`src/rtl/mem_arbiter.sv`:
```
// mem_arbiter: shares one 32-bit word memory port between the instruction
// fetch requester (I) and the load/store requester (D). One requester is
// granted at a time (round robin on conflict); memory-side signals are held
// until M_ready, and completion is reported with a one-cycle ack pulse.
// Misaligned requests and memory timeouts complete with ERR_DATA and set
// the sticky Err flag.
module mem_arbiter #(
  parameter int unsigned TIMEOUT  = 255,
  parameter logic [31:0] ERR_DATA = 32'h0000_0000
) (
  input  logic        CLK,
  input  logic        RESET,
  input  logic        I_req,
  input  logic [31:0] I_addr,
  output logic [31:0] I_rdata,
  output logic        I_ack,
  input  logic        D_req,
  input  logic        D_we,
  input  logic [31:0] D_addr,
  input  logic [31:0] D_wdata,
  output logic [31:0] D_rdata,
  output logic        D_ack,
  output logic        M_req,
  output logic        M_we,
  output logic [31:0] M_addr,
  output logic [31:0] M_wdata,
  input  logic [31:0] M_rdata,
  input  logic        M_ready,
  output logic        Busy,
  output logic        Err
);

  typedef enum logic [1:0] {
    IDLE   = 2'd0,
    I_WAIT = 2'd1,
    D_WAIT = 2'd2
  } state_t;

  localparam logic GRANT_I = 1'b0;
  localparam logic GRANT_D = 1'b1;

  // Counter value of the last WAIT cycle before the transaction is aborted.
  localparam logic [9:0] WAIT_LAST = 10'(TIMEOUT - 32'd1);

  // Word accesses only: the two low address bits must be zero.
  function automatic logic word_aligned(input logic [1:0] addr_lsb);
    return (addr_lsb == 2'b00);
  endfunction

  state_t      state;
  logic [9:0]  wait_cnt;
  logic        last_grant;

  logic        i_elig;
  logic        d_elig;
  logic        any_elig;
  logic        pick_d;
  logic [31:0] pick_addr;

  // Arbitration: a port whose ack is pulsing is still deasserting its request, so it is not eligible.
  always_comb begin
    i_elig   = I_req & ~I_ack;
    d_elig   = D_req & ~D_ack;
    any_elig = i_elig | d_elig;
    if (i_elig && d_elig) begin
      pick_d = (last_grant == GRANT_I);
    end else begin
      pick_d = d_elig;
    end
    if (pick_d) begin
      pick_addr = D_addr;
    end else begin
      pick_addr = I_addr;
    end
  end

  // Main FSM: grant in IDLE, hold the memory request in WAIT, complete or abort, drive registered outputs.
  always_ff @(posedge CLK) begin
    if (RESET) begin
      state      <= IDLE;
      wait_cnt   <= 10'd0;
      last_grant <= GRANT_I;
      M_req      <= 1'b0;
      M_we       <= 1'b0;
      M_addr     <= 32'h0000_0000;
      M_wdata    <= 32'h0000_0000;
      I_rdata    <= 32'h0000_0000;
      D_rdata    <= 32'h0000_0000;
      I_ack      <= 1'b0;
      D_ack      <= 1'b0;
      Busy       <= 1'b0;
      Err        <= 1'b0;
    end else begin
      I_ack <= 1'b0;
      D_ack <= 1'b0;
      case (state)
        IDLE: begin
          wait_cnt <= 10'd0;
          if (any_elig) begin
            last_grant <= pick_d;
            if (word_aligned(pick_addr[1:0])) begin
              M_req  <= 1'b1;
              M_addr <= pick_addr;
              Busy   <= 1'b1;
              if (pick_d) begin
                M_we    <= D_we;
                M_wdata <= D_wdata;
                state   <= D_WAIT;
              end else begin
                M_we    <= 1'b0;
                state   <= I_WAIT;
              end
            end else begin
              // Misaligned: no memory access, fail the granted port next cycle.
              Err <= 1'b1;
              if (pick_d) begin
                D_ack   <= 1'b1;
                D_rdata <= ERR_DATA;
              end else begin
                I_ack   <= 1'b1;
                I_rdata <= ERR_DATA;
              end
            end
          end
        end

        I_WAIT, D_WAIT: begin
          if (M_ready) begin
            state    <= IDLE;
            wait_cnt <= 10'd0;
            M_req    <= 1'b0;
            M_we     <= 1'b0;
            Busy     <= 1'b0;
            if (state == D_WAIT) begin
              D_ack <= 1'b1;
              if (!M_we) begin
                D_rdata <= M_rdata;
              end
            end else begin
              I_ack <= 1'b1;
              if (!M_we) begin
                I_rdata <= M_rdata;
              end
            end
          end else if (wait_cnt == WAIT_LAST) begin
            // Timeout: abandon the memory request and fail the granted port.
            state    <= IDLE;
            wait_cnt <= 10'd0;
            M_req    <= 1'b0;
            M_we     <= 1'b0;
            Busy     <= 1'b0;
            Err      <= 1'b1;
            if (state == D_WAIT) begin
              D_ack   <= 1'b1;
              D_rdata <= ERR_DATA;
            end else begin
              I_ack   <= 1'b1;
              I_rdata <= ERR_DATA;
            end
          end else begin
            wait_cnt <= wait_cnt + 10'd1;
          end
        end

        default: begin
          state    <= IDLE;
          wait_cnt <= 10'd0;
          M_req    <= 1'b0;
          M_we     <= 1'b0;
          Busy     <= 1'b0;
        end
      endcase
    end
  end

endmodule

```
`config.mk`:
```
export PLATFORM = sky130hd
export DESIGN_NAME = mem_arbiter
export DESIGN_NICKNAME = d
export VERILOG_FILES = /design/src/rtl/mem_arbiter.sv
export SDC_FILE = /design/constraint.sdc
export NUM_CORES = 1
export LEC_CHECK = 0
export CAP_MARGIN = 5
export CORE_ASPECT_RATIO = 1.2
export CORE_MARGIN = 5
export CORE_UTILIZATION = 43
export CTS_BUF_LIST = sky130_fd_sc_hd__clkbuf_8
export CTS_CLUSTER_DIAMETER = 200
export DETAILED_ROUTE_END_ITERATION = 8
export MAX_ROUTING_LAYER = met4
export PLACE_DENSITY = 0.94
export RECOVER_POWER = 100
export SLEW_MARGIN = 40
export SYNTH_ARGS = -nofsm -noshare
export SYNTH_HDL_FRONTEND = slang
export SYNTH_SLANG_ARGS = --single-unit
```
`constraint.sdc`:
```
create_clock -name CLK -period 3 [get_ports CLK]
set_clock_uncertainty 0.15 [all_clocks]
set_input_delay 0.75 -clock CLK [delete_from_list [all_inputs] [get_ports CLK]]
set_output_delay 0.75 -clock CLK [all_outputs]
set_load 0.05 [all_outputs]
```
# Word-level counts from Yosys, hierarchy flattened
# Index checks and enable logic that the tools add are counted.
[word_totals] wordCells=100 regBits=146 output_inout_bits=134
[op_classes] n_eq_ne=14 n_addsub=1 n_reduce_logical=13 muxes=53 bitwise=7
[op_table] op="2-to-1 mux 32 bit" n=16
[op_table] op="case mux 32 bit (2 select lines)" n=2
[op_table] op="2-to-1 mux 1 bit" n=24
[op_table] op="!= test 2 bit, second input constant" n=9
[op_table] op="AND reduction 7 bit" n=2
[op_table] op="adder 10 x 1 -> 10 bit, second input constant" n=1
[op_table] op="equality test 10 x 8 -> 1 bit, second input constant" n=1
[op_table] op="2-to-1 mux 2 bit" n=5
[op_table] op="case mux 1 bit (2 select lines)" n=5
[op_table] op="!= test 3 bit, second input constant" n=2
[op_table] op="AND reduction 3 bit" n=2
[op_table] op="AND reduction 5 bit" n=1
[op_table] op="zero test 2 bit" n=2
[op_table] op="NOT 1 bit" n=4
[op_table] op="case mux 2 bit (2 select lines)" n=1
[op_table] op="AND reduction 4 bit" n=1
[op_table] op="OR reduction 4 bit" n=1
[op_table] op="bitwise AND 1 bit" n=2
[op_table] op="equality test 2 x 1 -> 1 bit, second input constant" n=1
[op_table] op="equality test 2 bit, second input constant" n=1
[op_table] op="AND reduction 2 bit" n=1
[op_table] op="nonzero test 2 bit" n=1
[op_table] op="OR reduction 2 bit" n=1
[op_table] op="logical AND 1 bit" n=1
[op_table] op="OR 1 bit" n=1

# Logic depth before layout (Yosys ltp)
# Gate-level depths: netlist of the first run.
[depth] ltp_word=9 depth_mapped=9 mapped_depth_nobuf=7

# Worst setup path before layout of the first run
# OpenSTA, ideal clock, no wires.
[synth_timing] kind="in2reg" from="in D_req" to="reg I_rdata[0]" t_arrival_ps=2011 cell_stages=7 path_buffers=2 setup_ps=120 setup_slack_ps=720 cell_sequence="nor2b_1 -> a211o_1 -> a32o_1 -> and4_1 -> buf_6 -> buf_6 -> mux2i_1"
[synth_between] elab_chain_cells=7
[synth_lines] item="from (decl)" line_no="17" source="input logic D_req,"
[synth_lines] item="bitwise AND 1 bit *" line_no="63" source="d_elig = D_req & ~D_ack;"
[synth_lines] item="logical AND 1 bit" line_no="65" source="if (i_elig && d_elig) begin"
[synth_lines] item="2-to-1 mux 1 bit" line_no="65"
[synth_lines] item="2-to-1 mux 32 bit" line_no="70" source="if (pick_d) begin"
[synth_lines] item="zero test 2 bit" line_no="47" source="return (addr_lsb == 2'b00);"
[synth_lines] item="!= test 2 bit (no line)"
[synth_lines] item="AND reduction 7 bit (no line) *"
[synth_lines] item="to (signal assigned)" line_no="142" source="I_rdata <= M_rdata;"
[synth_lines] item="to (decl)" line_no="15" source="output logic [31:0] I_rdata,"
# Mark *: on every way between the ends. The rest lies on a longest branch, timed or not.
# A chain may end at the register's enable or synchronous reset.

# Final worst setup path of the first run
[layout_timing] from="in I_req" to="reg M_wdata[7]"
[layout_between] elab_chain_cells=6
[layout_lines] item="from (decl)" line_no="13" source="input logic I_req,"
[layout_lines] item="bitwise AND 1 bit *" line_no="62" source="i_elig = I_req & ~I_ack;"
[layout_lines] item="logical AND 1 bit" line_no="65"
[layout_lines] item="2-to-1 mux 1 bit" line_no="65"
[layout_lines] item="2-to-1 mux 32 bit" line_no="70"
[layout_lines] item="zero test 2 bit" line_no="47"
[layout_lines] item="AND reduction 4 bit (no line) *"
[layout_lines] item="to (signal assigned)" line_no="107" source="M_wdata <= D_wdata;"
[layout_lines] item="to (decl)" line_no="26" source="output logic [31:0] M_wdata,"
# Marks and branches as above.

==> metrics, run 1 <==
status=complete, no violations; main combinational cell family by area after synthesis=simple AND/OR/NAND/NOR gates; normalized max-slew margin=58.78%; setup repair after global routing missed its margin=no; multiplexer share of the synthesized area=between 10% and 20%; number of vias per cell=roughly 5.1; Tot GR Track Use=22.70%; kind of cell adding the most delay to the critical path=buffers and inverters; die height=about 140 um; antenna diode instance count=0; number of cells in the finished layout apart from fillers=roughly 1100; FILL cells=1041; Final ANT Viol Nets=0; sum of overflow across all layers after global routing=0; number of cell rows=47; Leak Pwr=around 4.1 nW; cell repeated most along the worst path=sky130_fd_sc_hd__clkbuf_4; sequential cell area=between 2000 and 3000 um^2; Setup crit end kind=register; cell-by-cell trace of the critical path=dlygate4sd3_1 -> nor2b_1 -> clkbuf_4 -> a21oi_1 -> nand3_2 -> clkbuf_4 -> mux2i_1 -> nor2_1; arrival time of the worst setup path=2.87 ns; pins over their slew limit=0; Final Hold Fails=0; library cells used by synthesis=35; maximum number of pins on one net before global-route repair=77; Net Count, Synth=~770; maximum resistive drop on vdd=a little over 0.4 mV; Startpoint Class=input port; total DRC errors in the routed layout=0; power density over cell area=534.3 nW/um^2; initial core utilization=43.41%; area share of xor/xnor cells in the synthesized design=just over 1%; number of cells in the design after placement=1038; HPWL reported at the end of detailed placement=~13000 um; total vias in the final route=~5400; adder-cell area share of the yosys netlist=roughly 1.3%; global-route wire length before repair=about 28000 um; biggest fanout along the worst timing path=33; Worst-Skew Late Latency=~0.46 ns; sequential fraction of the synthesis area=approximately half; Critical Setup Path Class=in2reg; routability-driven placement congestion ratio=~0.9; post-CTS setup buffer count=0; max capacitance violation total=0; CTS tree=built; post-layout min period=2.698 ns; PortBufs=approximately 270; number of global-route vias before repair=between 5000 and 6000; CTS Root Buffer Type=sky130_fd_sc_hd__clkbuf_8; die area=around 16000 um^2; YS warnings=0; cell area after placement=8775 um^2; final wirelength=17830 um; pin slew with the least headroom to its limit=0.6184 ns; antenna violations before repair=0; Buffers & Inverters on Critical Path=3; summed instance area of the synthesized netlist=approximately 5900 um^2; cell area after layout=9196 um^2; simple-gate share of the synthesized area=21.11%; number of gates given a new drive strength after cts=0; highest-delay cell along the critical path=sky130_fd_sc_hd__dlygate4sd3_1; clock sink count=approximately 150; Finish-stage setup viols=0; number of levels the H-tree was split into=4; setup slack of the most critical reg-to-reg path=approximately 0.69 ns; worst min path class=reg2reg; area delta synth->final=55.29%; average instance area after synthesis=around 9.4 um^2; post-synthesis sequential element count=about 150; number of nets in the layout=between 1000 and 1500; count of mapped cells out of synthesis=roughly 630; number of clock buffers inserted by TritonCTS=17; Wirelength per Cell=16.66 um; end-of-flow core utilization=a little under 70%; die span in x=about 120 um; clock buffer depth=2; slowest cell delay on critical path=about 0.55 ns; CTS hold repair buffers=0; fin crit share=around nine tenths; core outline area=13640 um^2; number of search-and-repair iterations in the first detailed-routing pass=5; iteration-0 DRC count of the detailed router=~300; CTS clk-pin slew, worst paths=about 0.080 ns; share of the synthesized area in compound gates (AO/OA/AOI/OAI)=between 6 and 7%; share of final-layout standard cells stronger than drive strength 1=slightly above 5%; top achievable clock speed=~370 MHz; count of pins on the block boundary=approximately 270; required time of the worst setup path=3.17 ns; area of the multi-input gates=~2800 um^2
[stage by stage]
stage               total power, mW  hold slack (ns)  setup slack, ns    TNS [ns]
floorplan                     2.753           0.3026           0.7196           0
global placement              3.166           0.3065           0.1077           0
detailed placement            3.182           0.3144       -0.0002900  -0.0002900
CTS                           5.007           0.3258           0.3551           0
global route                  5.120           0.3451           0.1700           0
finish                        4.914           0.3183           0.3016           0
[power breakdown]
| group | internal, mW | total [mW] | switching (mW) |
|---|---|---|---|
| Combinational | 0.436 | 1.04 | 0.602 |
| Sequential | 2.01 | 2.05 | 0.0427 |
| Clock | 1.06 | 1.82 | 0.762 |
[flip-flops by register name, indices dropped and copies added, names as in the netlist]
signal / cells
D_rdata: 32
Err: 1
M_addr: 32
M_wdata: 32
wait_cnt: 10
state: 2
D_ack: 1
M_we: 1
Busy: 1
I_ack: 1
I_rdata: 32
last_grant: 1
[cell type report]
| type | instances | share of cell area (%) |
|---|---|---|
| Clock buffer | 20 | 2.993 |
| Clock inverter | 12 | 2.204 |
| Inverter | 7 | 0.2857 |
| Multi-Input combinational cell | 433 | 30.08 |
| Sequential cell | 146 | 31.78 |
| Tap cell | 171 | 2.327 |
| Timing Repair Buffer | 281 | 30.33 |
[cell usage in the layout, fill, tap and decap left out, drive strengths merged]
cell type | Yosys | final
o21a | 1 | 1
buf | 14 | 9
nand2 | 103 | 103
nor3 | 3 | 3
o211ai | 2 | 2
nand2b | 66 | 66
a21oi | 8 | 8
clkinvlp | 0 | 3
dlygate4sd3 | 0 | 136
a41oi | 1 | 1
a311oi | 30 | 30
nand3b | 2 | 2
dfxtp | 146 | 146
o21ai | 5 | 5
clkinv | 0 | 1
xnor2 | 1 | 1
ha | 6 | 6
nor2 | 75 | 75
bufinv | 0 | 5
nand4 | 5 | 5
and3 | 1 | 1
xor2 | 6 | 6
nor3b | 4 | 4
o22a | 1 | 1
clkbuf | 29 | 26
or3 | 1 | 1
a31oi | 1 | 1
nor2b | 2 | 2
o22ai | 1 | 1
a32o | 1 | 1
nand3 | 7 | 7
and4 | 2 | 2
clkdlybuf4s50 | 0 | 130
o31a | 1 | 1
mux2i | 96 | 96
a211o | 1 | 1
inv | 7 | 10
[cells by family after synthesis]
family                   Yosys count
multiplexers                      96
adder cells (fa/ha/maj)            6
flip-flops                       146
AND/OR/NAND/NOR                  271
XOR/XNOR                           7
buffers and inverters             50
AO/OA/AOI/OAI                     53
[cell usage after synthesis]
library cell,instances,share of area [%]
sky130_fd_sc_hd__a31oi_1,1,0.11
sky130_fd_sc_hd__xnor2_1,1,0.15
sky130_fd_sc_hd__and4_1,2,0.30
sky130_fd_sc_hd__nor2b_1,2,0.21
sky130_fd_sc_hd__nor3b_1,4,0.51
sky130_fd_sc_hd__nand2b_1,66,7.0
sky130_fd_sc_hd__clkbuf_1,29,1.8
sky130_fd_sc_hd__buf_4,4,0.51
sky130_fd_sc_hd__ha_1,6,1.3
sky130_fd_sc_hd__o21a_1,1,0.13
sky130_fd_sc_hd__nor3_1,3,0.25
sky130_fd_sc_hd__o22a_1,1,0.15
sky130_fd_sc_hd__buf_6,4,0.76
sky130_fd_sc_hd__and3_1,1,0.11
sky130_fd_sc_hd__or3_1,1,0.11
sky130_fd_sc_hd__o31a_1,1,0.15
sky130_fd_sc_hd__a211o_1,1,0.15
sky130_fd_sc_hd__buf_2,6,0.51
sky130_fd_sc_hd__inv_1,7,0.44
sky130_fd_sc_hd__nand3_1,7,0.59
sky130_fd_sc_hd__a21oi_2,1,0.15
sky130_fd_sc_hd__a32o_1,1,0.17
sky130_fd_sc_hd__o211ai_1,2,0.25
sky130_fd_sc_hd__xor2_1,6,0.89
sky130_fd_sc_hd__a311oi_1,30,4.4
sky130_fd_sc_hd__nand4_1,5,0.53
sky130_fd_sc_hd__nor2_1,75,4.8
sky130_fd_sc_hd__nand3b_1,2,0.25
sky130_fd_sc_hd__o21ai_0,5,0.42
sky130_fd_sc_hd__mux2i_1,96,16
sky130_fd_sc_hd__a41oi_1,1,0.15
sky130_fd_sc_hd__nand2_1,103,6.5
sky130_fd_sc_hd__a21oi_1,7,0.59
sky130_fd_sc_hd__o22ai_1,1,0.11
sky130_fd_sc_hd__dfxtp_1,146,49
[routing by layer]
metal / global-route usage [%] / routed length (um) / vias up
met5: - / 0 / -
met4: 10.14 / 690 / 0
met3: 7.377 / 1414 / 49
met2: 36.74 / 8604 / 245
met1: 25.19 / 7121 / 2511
li1: - / - / 2639
[path summary, 6_finish.rpt]
check | end | start | cells past startpoint
setup / recovery | M_wdata[7] | I_req | 8
hold / removal | I_rdata[3] | I_rdata[3] | 2
setup reg to reg | I_rdata[7] | wait_cnt[1] | 7
hold reg to reg | I_rdata[3] | I_rdata[3] | 2
[tightest hold or removal path, delay by kind of cell (launching register included)]
family | cells | cell delay (ns)
DFF | 1 | 0.31
and+or+nand+nor | 1 | 0.06
muxes | 1 | 0.05
Power figures use the tool's default switching activity.
==> run 2: changes to the inputs <==
- ABC_AREA: default -> 1
- CORE_UTILIZATION: 43 -> 44
- PLACE_DENSITY: 0.94 -> 0.95
==> metrics, run 2 <==
status=complete, no violations; R2R cell count=10 (+3); number of clock buffers inserted by TritonCTS=17 (unchanged); number of cells in the finished layout apart from fillers=1288 (+20%); antenna diode instance count=0 (unchanged); area delta synth->final=48.41%; maximum number of pins on one net before global-route repair=66 (-14%); WHS Path Cells=2 (unchanged); highest-delay cell along the critical path=sky130_fd_sc_hd__dlygate4sd3_1; clock sink count=146 (unchanged); library cells used by synthesis=32 (-8.6%); HPWL reported at the end of detailed placement=14200 um (+8.0%); number of cell rows=47 (unchanged); antenna violations before repair=0 (unchanged); FILL cells=1096 (+5.3%); largest cells by area after synthesis=sky130_fd_sc_hd__dfxtp_1, sky130_fd_sc_hd__nand2_1, sky130_fd_sc_hd__nor2_1; number of cells in the design after placement=1258 (+21%); die span in x=119.0 um (+1.6%); maximum resistive drop on vdd=0.3892 mV (-4.2%); initial core utilization=45.21% (+1.8 points); count of pins on the block boundary=268 (unchanged); leading cell types in the layout, fill and taps excluded=sky130_fd_sc_hd__nand2_1, sky130_fd_sc_hd__nor2_1, sky130_fd_sc_hd__dfxtp_1; number of levels the H-tree was split into=4 (unchanged); area of the multi-input gates=2730 um^2 (-1.3%); biggest fanout along the worst timing path=3 (-91%); Leak Pwr=4.201 nW (+1.7%); summed instance area of the synthesized netlist=6275 um^2 (+6.0%); pins over their slew limit=0 (unchanged); core outline area=13880 um^2 (+1.7%); post-layout min period=2.662 ns (-0.03694 ns); global-route wire length before repair=29380 um (+4.5%); Wirelength per Cell=14.51 um (-13%); CTS hold repair buffers=0 (unchanged); clock buffer depth=2 (unchanged); most common library cell in the layout ignoring fill and taps=sky130_fd_sc_hd__nand2_1; CTS Root Buffer Type=sky130_fd_sc_hd__clkbuf_8; worst min path class=reg2reg; sum of overflow across all layers after global routing=0 (unchanged); minimum setup slack in the final design=0.3385 ns (+0.03694 ns); post-CTS setup buffer count=0 (unchanged); largest area contributor in the netlist=sky130_fd_sc_hd__dfxtp_1; fin crit share=88.72% (-1.2 points); slowest cell delay on critical path=0.91 ns (+0.36 ns); Setup crit end kind=output port; number of nets in the layout=1246 (+21%); number of gates given a new drive strength after cts=0 (unchanged); Final Hold Fails=0 (unchanged); total vias in the final route=6285 (+15%); Net Count, Synth=999 (+30%); cell area after layout=9313 um^2 (+1.3%); routed wl met2=9294 um (+8.0%); pin slew with the least headroom to its limit=0.5963 ns (-0.02204 ns); post-synthesis sequential element count=146 (unchanged); met3 wire length=1605 um (+14%); top-area cell type share of the netlist area=46.58% (-2.8 points); share of final-layout standard cells stronger than drive strength 1=6.267% (+1.1 points); asr flop ratio synth=0% (unchanged); arrival time of the worst setup path=1.76 ns (-1.11 ns); highest metal used=met4; pre-CTS setup slack=0.2508 ns (+0.2511 ns); die height=140.8 um (+1.6%); die area=16760 um^2 (+3.3%); cell-by-cell trace of the critical path=dlygate4sd3_1; sequential cell area=2923 um^2 (unchanged); final wirelength=18690 um (+4.8%); CP Depth=1 (-7); total DRC errors in the routed layout=0 (unchanged); Critical Setup Path Class=reg2out; Tot GR Track Use=22.44% (-0.26 points); normalized max-slew margin=60.11% (+1.3 points); Worst-Skew Late Latency=0.43 ns (-0.03 ns); average instance area after synthesis=7.305 um^2 (-22%); PortBufs=267 (unchanged); cell area after placement=8954 um^2 (+2.0%); kind of cell adding the most delay to the critical path=buffers and inverters; max capacitance violation total=0 (unchanged); wire length the detailed router placed on met1=7288 um (+2.3%); number of search-and-repair iterations in the first detailed-routing pass=5 (unchanged); Buffers & Inverters on Critical Path=1 (-2); library cell with the highest instance count after synthesis=sky130_fd_sc_hd__nand2_1; power density over cell area=829.9 nW/um^2 (+55%); tightest hold margin=0.2944 ns (-0.02390 ns); YS warnings=0 (unchanged); count of mapped cells out of synthesis=859 (+37%); CTS clk-pin slew, worst paths=0.08 ns (about the same); count of flip-flops with a built-in enable after synthesis=0 (unchanged); number of vias per cell=4.880 (-4.1%); setup TNS=0 ns (unchanged); Finish-stage setup viols=0 (unchanged); CTS tree=built; sequential fraction of the synthesis area=46.58% (-2.8 points); top achievable clock speed=375.7 MHz (+1.4%); routability-driven placement congestion ratio=0.8679 (-3.4%); Top FF cell, synth=sky130_fd_sc_hd__dfxtp_1; Final ANT Viol Nets=0 (unchanged); setup repair after global routing missed its margin=no; end-of-flow core utilization=67.10% (-0.30 points); Startpoint Class=register; Overall Power=7.729 mW (+57%); required time of the worst setup path=2.10 ns (-1.07 ns); number of global-route vias before repair=6066 (+8.1%); cell types with the highest counts after synthesis=sky130_fd_sc_hd__nand2_1, sky130_fd_sc_hd__nor2_1, sky130_fd_sc_hd__dfxtp_1, sky130_fd_sc_hd__inv_1, sky130_fd_sc_hd__a21oi_1; iteration-0 DRC count of the detailed router=451 (+51%)
==> run 2: changes by cell type after synthesis, moves of 36 or more <==
cell	before	now
sky130_fd_sc_hd__nand2_1	103	271
sky130_fd_sc_hd__nor2_1	75	149
sky130_fd_sc_hd__nand2b_1	66	0
sky130_fd_sc_hd__a21oi_1	7	43
sky130_fd_sc_hd__mux2i_1	96	0
sky130_fd_sc_hd__inv_1	7	44
==> run 2: worst min-delay path: cells and delay by family (launching register included) <==
kind             cells  cell delay (ns)
flip-flops           1             0.31
AND/OR/NAND/NOR      2             0.10
==> run 2: worst paths after layout <==
check             from  slack (ns)         end
max               Busy        0.34       M_req
min          M_addr[0]        0.29   M_addr[0]
max reg2reg   state[0]        0.68  I_rdata[9]
min reg2reg  M_addr[0]        0.29   M_addr[0]
==> run 2: final cells by class <==
type | count | share of cell area, %
flip-flops and latches | 146 | 31.39
repair buffers | 282 | 30.65
multi-input cells | 612 | 29.32
clock buffers | 19 | 2.808
well taps | 171 | 2.297
inverters | 47 | 1.894
clock inverters | 11 | 1.653
==> run 2: logic make-up (layout without fill, tap and decap cells) <==
kind of cell / count (synthesis) / count (layout) / share of synthesized area (%)
DFF: 146 / 146 / 46.58
adders and majority gates: 6 / 6 / 1.196
xor gates and xnor gates: 5 / 5 / 0.6980
AOI/OAI and AO/OA: 107 / 107 / 9.193
buffers and inverters: 101 / 359 / 9.232
and+or+nand+nor: 494 / 494 / 33.10
==> run 2: report_power, final <==
| group | switching [mW] | internal [mW] | leakage, nW |
|---|---|---|---|
| Sequential | 0.197 | 2.33 | 1.20 |
| Clock | 0.748 | 0.865 | 0.193 |
| Combinational | 2.48 | 1.12 | 2.81 |
==> run 2: per-layer routing <==
layer  vias to the layer above  GRT usage [%]
li1                       3191              -
met1                      2780          24.13
met4                         0          8.847
met5                         -              -
met2                       281          37.99
met3                        33          7.732
==> run 3: changes to the inputs <==
- ABC_AREA: 1 -> default
- CORE_UTILIZATION: 44 -> 43
- PLACE_DENSITY: 0.95 -> 0.94
- SETUP_SLACK_MARGIN: default -> 0.1
==> results of run 3 <==
No change in the layout: final DEF, timing and power equal those of run 1.
